**src/rtl/neighbor_sink_scanner_if.sv**
```systemverilog
// neighbor_sink_scanner_if: single-port data memory read bus.
//   mem_addr  : read address, driven by the scanner (master)
//   mem_rd_en : read strobe, high only when a new address is presented
//   mem_data  : read data for the address currently on the bus (slave)
interface neighbor_sink_scanner_if #(
   parameter int WORD_WIDTH = 16,
   parameter int ADDR_WIDTH = 16
);
   logic [ADDR_WIDTH-1:0] mem_addr;
   logic                  mem_rd_en;
   logic [WORD_WIDTH-1:0] mem_data;
   modport master(output mem_addr, mem_rd_en, input mem_data);
   modport slave(input mem_addr, mem_rd_en, output mem_data);
endinterface

```
**src/rtl/neighbor_sink_scanner.sv**
```systemverilog
// neighbor_sink_scanner: walks the neighbor table and known-sinks list in data
// memory and flags neighbors that are known sinks of a foreign cluster.
//   clock, rst       : rising-edge clock, synchronous active-high reset
//   start, mode      : scan request (IDLE only); 0 = stop on first match, 1 = count all
//   num_nbr/num_sink : table lengths, latched at start and clamped to capacity
//   my_cluster_id    : own cluster, latched at start
//   mem              : memory read bus (master side)
//   busy, done       : scan in progress / one-cycle completion pulse
//   for_aggregation, match_count, match_nbr_idx, match_sink_idx : results of last scan
module neighbor_sink_scanner #(
   parameter int WORD_WIDTH = 16,
   parameter int ADDR_WIDTH = 16,
   parameter logic [ADDR_WIDTH-1:0] NBR_BASE  = 16'h48,
   parameter logic [ADDR_WIDTH-1:0] CLU_BASE  = 16'hC8,
   parameter logic [ADDR_WIDTH-1:0] SINK_BASE = 16'h08,
   parameter int STRIDE   = 2,
   parameter int MAX_NBR  = 64,
   parameter int MAX_SINK = 16,
   localparam int NW = $clog2(MAX_NBR + 1),
   localparam int SW = $clog2(MAX_SINK + 1)
) (
   input  logic                  clock,
   input  logic                  rst,
   input  logic                  start,
   input  logic                  mode,
   input  logic [NW-1:0]         num_nbr,
   input  logic [SW-1:0]         num_sink,
   input  logic [WORD_WIDTH-1:0] my_cluster_id,
   neighbor_sink_scanner_if.master mem,
   output logic                  busy,
   output logic                  done,
   output logic                  for_aggregation,
   output logic [NW-1:0]         match_count,
   output logic [NW-1:0]         match_nbr_idx,
   output logic [SW-1:0]         match_sink_idx
);
   typedef enum logic [2:0] {IDLE, NBR, CLU, SINK, DONE} state_t;
   state_t                state;
   logic                  md;
   logic [NW-1:0]         n_nbr, i, i_nx, nbr_c;
   logic [SW-1:0]         n_sink, j, j_nx, sink_c;
   logic [WORD_WIDTH-1:0] my_clu, nbr;
   function automatic logic [ADDR_WIDTH-1:0] at(input logic [ADDR_WIDTH-1:0] base, idx);
      return base + ADDR_WIDTH'(STRIDE) * idx;
   endfunction
   always_comb begin
      i_nx   = i + 1'b1;
      j_nx   = j + 1'b1;
      nbr_c  = (num_nbr > NW'(MAX_NBR)) ? NW'(MAX_NBR) : num_nbr;
      sink_c = (num_sink > SW'(MAX_SINK)) ? SW'(MAX_SINK) : num_sink;
   end
   always_ff @(posedge clock) begin
      if (rst) begin
         state           <= IDLE;
         md              <= 1'b0;
         n_nbr           <= '0;
         n_sink          <= '0;
         i               <= '0;
         j               <= '0;
         my_clu          <= '0;
         nbr             <= '0;
         mem.mem_addr    <= '0;
         mem.mem_rd_en   <= 1'b0;
         busy            <= 1'b0;
         done            <= 1'b0;
         for_aggregation <= 1'b0;
         match_count     <= '0;
         match_nbr_idx   <= '0;
         match_sink_idx  <= '0;
      end else begin
         mem.mem_rd_en <= 1'b0;
         done          <= 1'b0;
         case (state)
            IDLE: if (start) begin
               md              <= mode;
               n_nbr           <= nbr_c;
               n_sink          <= sink_c;
               my_clu          <= my_cluster_id;
               for_aggregation <= 1'b0;
               match_count     <= '0;
               match_nbr_idx   <= '0;
               match_sink_idx  <= '0;
               i               <= '0;
               if (nbr_c == '0 || sink_c == '0) begin
                  state <= DONE;
                  done  <= 1'b1;
               end else begin
                  state         <= NBR;
                  busy          <= 1'b1;
                  mem.mem_addr  <= NBR_BASE;
                  mem.mem_rd_en <= 1'b1;
               end
            end
            NBR: begin
               nbr           <= mem.mem_data;
               mem.mem_addr  <= at(CLU_BASE, ADDR_WIDTH'(i));
               mem.mem_rd_en <= 1'b1;
               state         <= CLU;
            end
            CLU: if (mem.mem_data == my_clu) begin
               // own-cluster neighbor: never a candidate, skip its sink reads
               i <= i_nx;
               if (i_nx == n_nbr) begin
                  state <= DONE;
                  done  <= 1'b1;
                  busy  <= 1'b0;
               end else begin
                  state         <= NBR;
                  mem.mem_addr  <= at(NBR_BASE, ADDR_WIDTH'(i_nx));
                  mem.mem_rd_en <= 1'b1;
               end
            end else begin
               j             <= '0;
               mem.mem_addr  <= SINK_BASE;
               mem.mem_rd_en <= 1'b1;
               state         <= SINK;
            end
            SINK: if (mem.mem_data == nbr || j_nx == n_sink) begin
               if (mem.mem_data == nbr) begin
                  for_aggregation <= 1'b1;
                  match_count     <= match_count + 1'b1;
                  // for_aggregation still low means this is the first match of the scan
                  if (!for_aggregation) begin
                     match_nbr_idx  <= i;
                     match_sink_idx <= j;
                  end
               end
               i <= i_nx;
               if ((mem.mem_data == nbr && !md) || i_nx == n_nbr) begin
                  state <= DONE;
                  done  <= 1'b1;
                  busy  <= 1'b0;
               end else begin
                  state         <= NBR;
                  mem.mem_addr  <= at(NBR_BASE, ADDR_WIDTH'(i_nx));
                  mem.mem_rd_en <= 1'b1;
               end
            end else begin
               j             <= j_nx;
               mem.mem_addr  <= at(SINK_BASE, ADDR_WIDTH'(j_nx));
               mem.mem_rd_en <= 1'b1;
            end
            DONE: state <= IDLE;
            default: state <= IDLE;
         endcase
      end
   end
endmodule
```
**src/flat_wrapper.sv**
```systemverilog
// flat-port wrapper written by rule: the top's interface ports become plain ports
module neighbor_sink_scanner_flat 
#(
   parameter int WORD_WIDTH = 16,
   parameter int ADDR_WIDTH = 16,
   parameter logic [ADDR_WIDTH-1:0] NBR_BASE  = 16'h48,
   parameter logic [ADDR_WIDTH-1:0] CLU_BASE  = 16'hC8,
   parameter logic [ADDR_WIDTH-1:0] SINK_BASE = 16'h08,
   parameter int STRIDE   = 2,
   parameter int MAX_NBR  = 64,
   parameter int MAX_SINK = 16,
   localparam int NW = $clog2(MAX_NBR + 1),
   localparam int SW = $clog2(MAX_SINK + 1)
)
  (clock, rst, start, mode, num_nbr, num_sink, my_cluster_id, busy, done, for_aggregation, match_count, match_nbr_idx, match_sink_idx, mem_mem_addr, mem_mem_rd_en, mem_mem_data);
  neighbor_sink_scanner_if #(.WORD_WIDTH(WORD_WIDTH), .ADDR_WIDTH(ADDR_WIDTH)) mem_i ();
  input  logic clock;
  input  logic rst;
  input  logic start;
  input  logic mode;
  input  logic [NW-1:0] num_nbr;
  input  logic [SW-1:0] num_sink;
  input  logic [WORD_WIDTH-1:0] my_cluster_id;
  output logic busy;
  output logic done;
  output logic for_aggregation;
  output logic [NW-1:0] match_count;
  output logic [NW-1:0] match_nbr_idx;
  output logic [SW-1:0] match_sink_idx;
  output wire logic [$bits(mem_i.mem_addr)-1:0] mem_mem_addr;
  output wire logic [$bits(mem_i.mem_rd_en)-1:0] mem_mem_rd_en;
  input wire logic [$bits(mem_i.mem_data)-1:0] mem_mem_data;
  assign mem_mem_addr = mem_i.mem_addr;
  assign mem_mem_rd_en = mem_i.mem_rd_en;
  assign mem_i.mem_data = mem_mem_data;
  neighbor_sink_scanner #(.WORD_WIDTH(WORD_WIDTH), .ADDR_WIDTH(ADDR_WIDTH), .NBR_BASE(NBR_BASE), .CLU_BASE(CLU_BASE), .SINK_BASE(SINK_BASE), .STRIDE(STRIDE), .MAX_NBR(MAX_NBR), .MAX_SINK(MAX_SINK)) u_core (.clock(clock), .rst(rst), .start(start), .mode(mode), .num_nbr(num_nbr), .num_sink(num_sink), .my_cluster_id(my_cluster_id), .mem(mem_i), .busy(busy), .done(done), .for_aggregation(for_aggregation), .match_count(match_count), .match_nbr_idx(match_nbr_idx), .match_sink_idx(match_sink_idx));
endmodule
```
**config.mk**
```make
export PLATFORM = sky130hd
export DESIGN_NAME = neighbor_sink_scanner_flat
export DESIGN_NICKNAME = d
export VERILOG_FILES = /design/src/rtl/neighbor_sink_scanner_if.sv /design/src/rtl/neighbor_sink_scanner.sv /design/src/flat_wrapper.sv
export SDC_FILE = /design/constraint.sdc
export NUM_CORES = 1
export LEC_CHECK = 0
export ABC_AREA = 0
export BUFFER_PORTS_ARGS = -buffer_cell sky130_fd_sc_hd__buf_4
export CAP_MARGIN = 30
export CORE_MARGIN = 2
export CORE_UTILIZATION = 45
export CTS_BUF_LIST = sky130_fd_sc_hd__clkbuf_16
export CTS_CLUSTER_DIAMETER = 80
export CTS_CLUSTER_SIZE = 30
export DETAILED_ROUTE_END_ITERATION = 16
export PLACE_DENSITY_LB_ADDON = 0.12
export SYNTH_ARGS = -nofsm -noshare
export SYNTH_HDL_FRONTEND = slang
export SYNTH_SLANG_ARGS = --single-unit
```
**constraint.sdc**
```tcl
create_clock -name clock -period 5.8 [get_ports clock]
set_input_delay 0.58 -clock clock [delete_from_list [all_inputs] [get_ports clock]]
set_output_delay 0.58 -clock clock [all_outputs]
set_load 0.01 [all_outputs]
```
==> flow_metrics.tcl <==
set metrics [dict create \
    outcome "completed" \
    drv_cap 0 \
    cts_setup_buffers 0 \
    worstSetupEndpointType "register" \
    numCtsBuffers 9 \
    arrival_ns 3.62 \
    layout_min_cycle_time_ns 3.375 \
    cts_tree "yes" \
    grt_pass1_wl_mm 19.71 \
    setup_violations 0 \
    drt-pass1-iter-count 4 \
    cell_internal_pwr_w 0.001190 \
    p_leak_nw 2.109 \
    crit_top_cell "nand4_1" \
    synth_top_flop_cell "dfxtp_1" \
    hold_viol 0 \
    cp_slowest_cell "dfxtp_1" \
    rsz0062_at_grt "no" \
    cts_resized 0 \
    drt-vias-per-instance 5.479 \
    ys_warn_count 0 \
    netlist_area_um2 4634 \
    antenna_left 0 \
    crit_family "simple AND/OR/NAND/NOR gates" \
    hold_buffers 0 \
    post_drt_wl_per_cell_um 15.69 \
    cts_buffer_depth 2 \
    critical_path.max_stage_delay_ns 0.58 \
    combPwrFrac_pct 20.6 \
    hp-class "register to register" \
    routed_wl_mm 12.13 \
    syn-instance-count 578 \
    synth.avg_cell_area_um2 8.018 \
    synth-edff-count 0 \
    clk_pin_slew_worst_paths_ns 0.06 \
    tns_ns 0 \
    ys_types 53 \
    ys_seq_area_share_pct 39.31 \
    die_height_um 105.5 \
    core_um2 10140 \
    clk-insertion-delay-late_ns 0.34 \
    cts_root_buffer "clkbuf_16" \
    io_buffer_count 78 \
    seqPwrFrac_pct 42.5 \
    max_freq_ghz 0.2963 \
    antenna_found_initial 0 \
    vias 4235 \
    fp.dieW_um 105.5 \
    grt_pass1_vias 3914 \
    fin_nets 687 \
    grtUsageTotal_pct 22.09 \
    final_cells 773 \
    criticalPathCategory "register to register" \
    slew_headroom_pct 30.72 \
    clock_skew_ns 0.006805 \
    die_area_um2 11130 \
    async_reset_ff_share_pct 0 \
    num_rows 37 \
    crit_required_ns 6.04 \
    start_util_pct 45.71 \
    n_antenna_cell 0 \
    power.total_w 0.001693 \
    grt_max_degree 88 \
    critPathLaunchType "register" \
    crit_chain "ha_1 > nand4_1 > xnor2_1 > nand4_1 > or3b_1 > a311o_1 > nand2b_1 > a311oi_1" \
    dp_hpwl_mm 8.492 \
    swShare_pct 29.72 \
    slew_violations 0 \
    dpl.cell_count 758 \
    htreeDepth 3 \
    drt_iter0_drc 221 \
    powerDensity_nw_per_um2 304.5 \
    overflow 0 \
    ios 87 \
    route.detailed.drc 0 \
    drive_gt1_share_pct 16.48 \
    path_buf_inv 0 \
    fin_crit_sh_pct 58.19 \
    ys_ff_latch 91 \
    hold_ws_ns 0.4571 \
    power.switching_w 0.0005032 \
    clkPwrFrac_pct 37.0 \
    clkSinkCount 91 \
    peakVddDrop_mv 0.1724 \
    worst_slew_pin_slew_ns 1.031 \
    areaGrowthSynthToFinish_pct 19.98 \
    gp_congestion 0.9602 \
    final_util_pct 54.84 \
    crit_fanout 11 \
]
power by group through the flow:
stage	Combinational, W	Sequential [W]	Clock [W]
finish	0.000348	0.000719	0.000626
global route	0.000387	0.000725	0.000663
CTS	0.000348	0.000719	0.000636
detailed placement	0.000347	0.000733	0
global placement	0.000344	0.000732	0
floorplan	0.000240	0.000722	0
cell type report:
type                            count  area [um^2]
Clock buffer                        9        225.2
Clock inverter                      6        90.09
Fill cell                         939         4578
Inverter                            8        30.03
Multi-Input combinational cell    440         2600
Sequential cell                    91         1822
Tap cell                          136        170.2
Timing Repair Buffer               83        623.1
cells in the final DEF (no fill, tap or decap), types with 4 or more instances in the layout:
| cell | count |
|---|---|
| xor2_1 | 10 |
| nand4_1 | 11 |
| o21ai_0 | 22 |
| nor4_1 | 8 |
| conb_1 | 8 |
| inv_1 | 7 |
| buf_4 | 83 |
| ha_1 | 6 |
| a21oi_1 | 76 |
| a22oi_1 | 13 |
| nand2_1 | 101 |
| dfxtp_1 | 91 |
| nor2_1 | 36 |
| and2_1 | 5 |
| a31oi_1 | 4 |
| clkbuf_16 | 9 |
| o31ai_1 | 5 |
| and3_1 | 6 |
| a211oi_1 | 4 |
| nand3b_1 | 11 |
| nand2b_1 | 5 |
| xnor2_1 | 44 |
| nand3_1 | 11 |
| nor3_1 | 10 |
worst register-to-register path, stage by stage, from the launching register on:
cell and delay, ns:
dfxtp_1 0.58, ha_1 0.41, nand4_1 0.28, xnor2_1 0.28, nand4_1 0.21, or3b_1 0.42
a311o_1 0.49, nand2b_1 0.31, a311oi_1 0.30
final timing paths:
check | depth (start not counted) | start | end | slack [ns]
max | 8 | u_core.i[0] | u_core.mem.mem_addr[4] | 2.43
min | 2 | u_core.n_nbr[3] | u_core.n_nbr[3] | 0.46
max reg2reg | 8 | u_core.i[0] | u_core.mem.mem_addr[4] | 2.43
min reg2reg | 2 | u_core.n_nbr[3] | u_core.n_nbr[3] | 0.46
per-layer routing:
layer / share of wire (%) / wire length, um / vias to the layer above / track usage, %
met1: 48 / 5764 / 1978 / 32.13
met3: 6.0 / 732 / 16 / 3.896
met4: 1.7 / 212 / 0 / 7.905
met2: 45 / 5421 / 134 / 32.72
li1: - / - / 2107 / -
met5: 0 / 0 / - / 0
Yosys cell counts, types with 4 or more instances:
cell / instances / area share, %
and2_1: 5 / 0.67
nand3_1: 11 / 1.2
ha_1: 6 / 1.6
a211oi_1: 4 / 0.65
a31oi_1: 4 / 0.54
nor2_1: 36 / 2.9
dfxtp_1: 91 / 39
o21ai_0: 22 / 2.4
clkbuf_1: 32 / 2.6
and3_1: 6 / 0.81
nor4_1: 9 / 1.2
nand4_1: 11 / 1.5
o31ai_1: 5 / 0.81
nand2b_1: 5 / 0.67
buf_4: 8 / 1.3
a22oi_1: 13 / 2.1
nand3b_1: 11 / 1.8
a21oi_1: 76 / 8.2
inv_1: 7 / 0.57
xor2_1: 10 / 1.9
nand2_1: 101 / 8.2
nor3_1: 11 / 1.2
xnor2_1: 44 / 8.3
cells by family after synthesis:
group | count (synthesis) | synth area share (%)
AOI/OAI and AO/OA | 140 | 17.55
xor gates and xnor gates | 58 | 12.23
adders and majority gates | 6 | 1.620
buffers and inverters | 54 | 5.400
DFF | 91 | 39.31
muxes | 2 | 0.4590
other | 1 | 0.08092
and+or+nand+nor | 226 | 23.35
sequential cells by signal, summed over array words and instances, names as in the netlist:
name                    count
u_core.n_nbr                7
u_core.mem.mem_rd_en        1
u_core.n_sink               5
u_core.match_nbr_idx        7
u_core.mem.mem_addr         8
u_core.state                3
u_core.j                    5
u_core.nbr                 16
u_core.match_count          7
u_core.match_sink_idx       5
u_core.for_aggregation      1
u_core.i                    7
u_core.busy                 1
u_core.md                   1
u_core.my_clu              16
u_core.done                 1
through the flow:
stage / setup slack [ns] / area [um^2]
floorplan: 3.169 / 4661
finish: 2.425 / 5560
global placement: 2.511 / 5245
detailed placement: 2.478 / 5245
CTS: 2.449 / 5560
global route: 2.143 / 5560
Power figures use the tool's default switching activity.
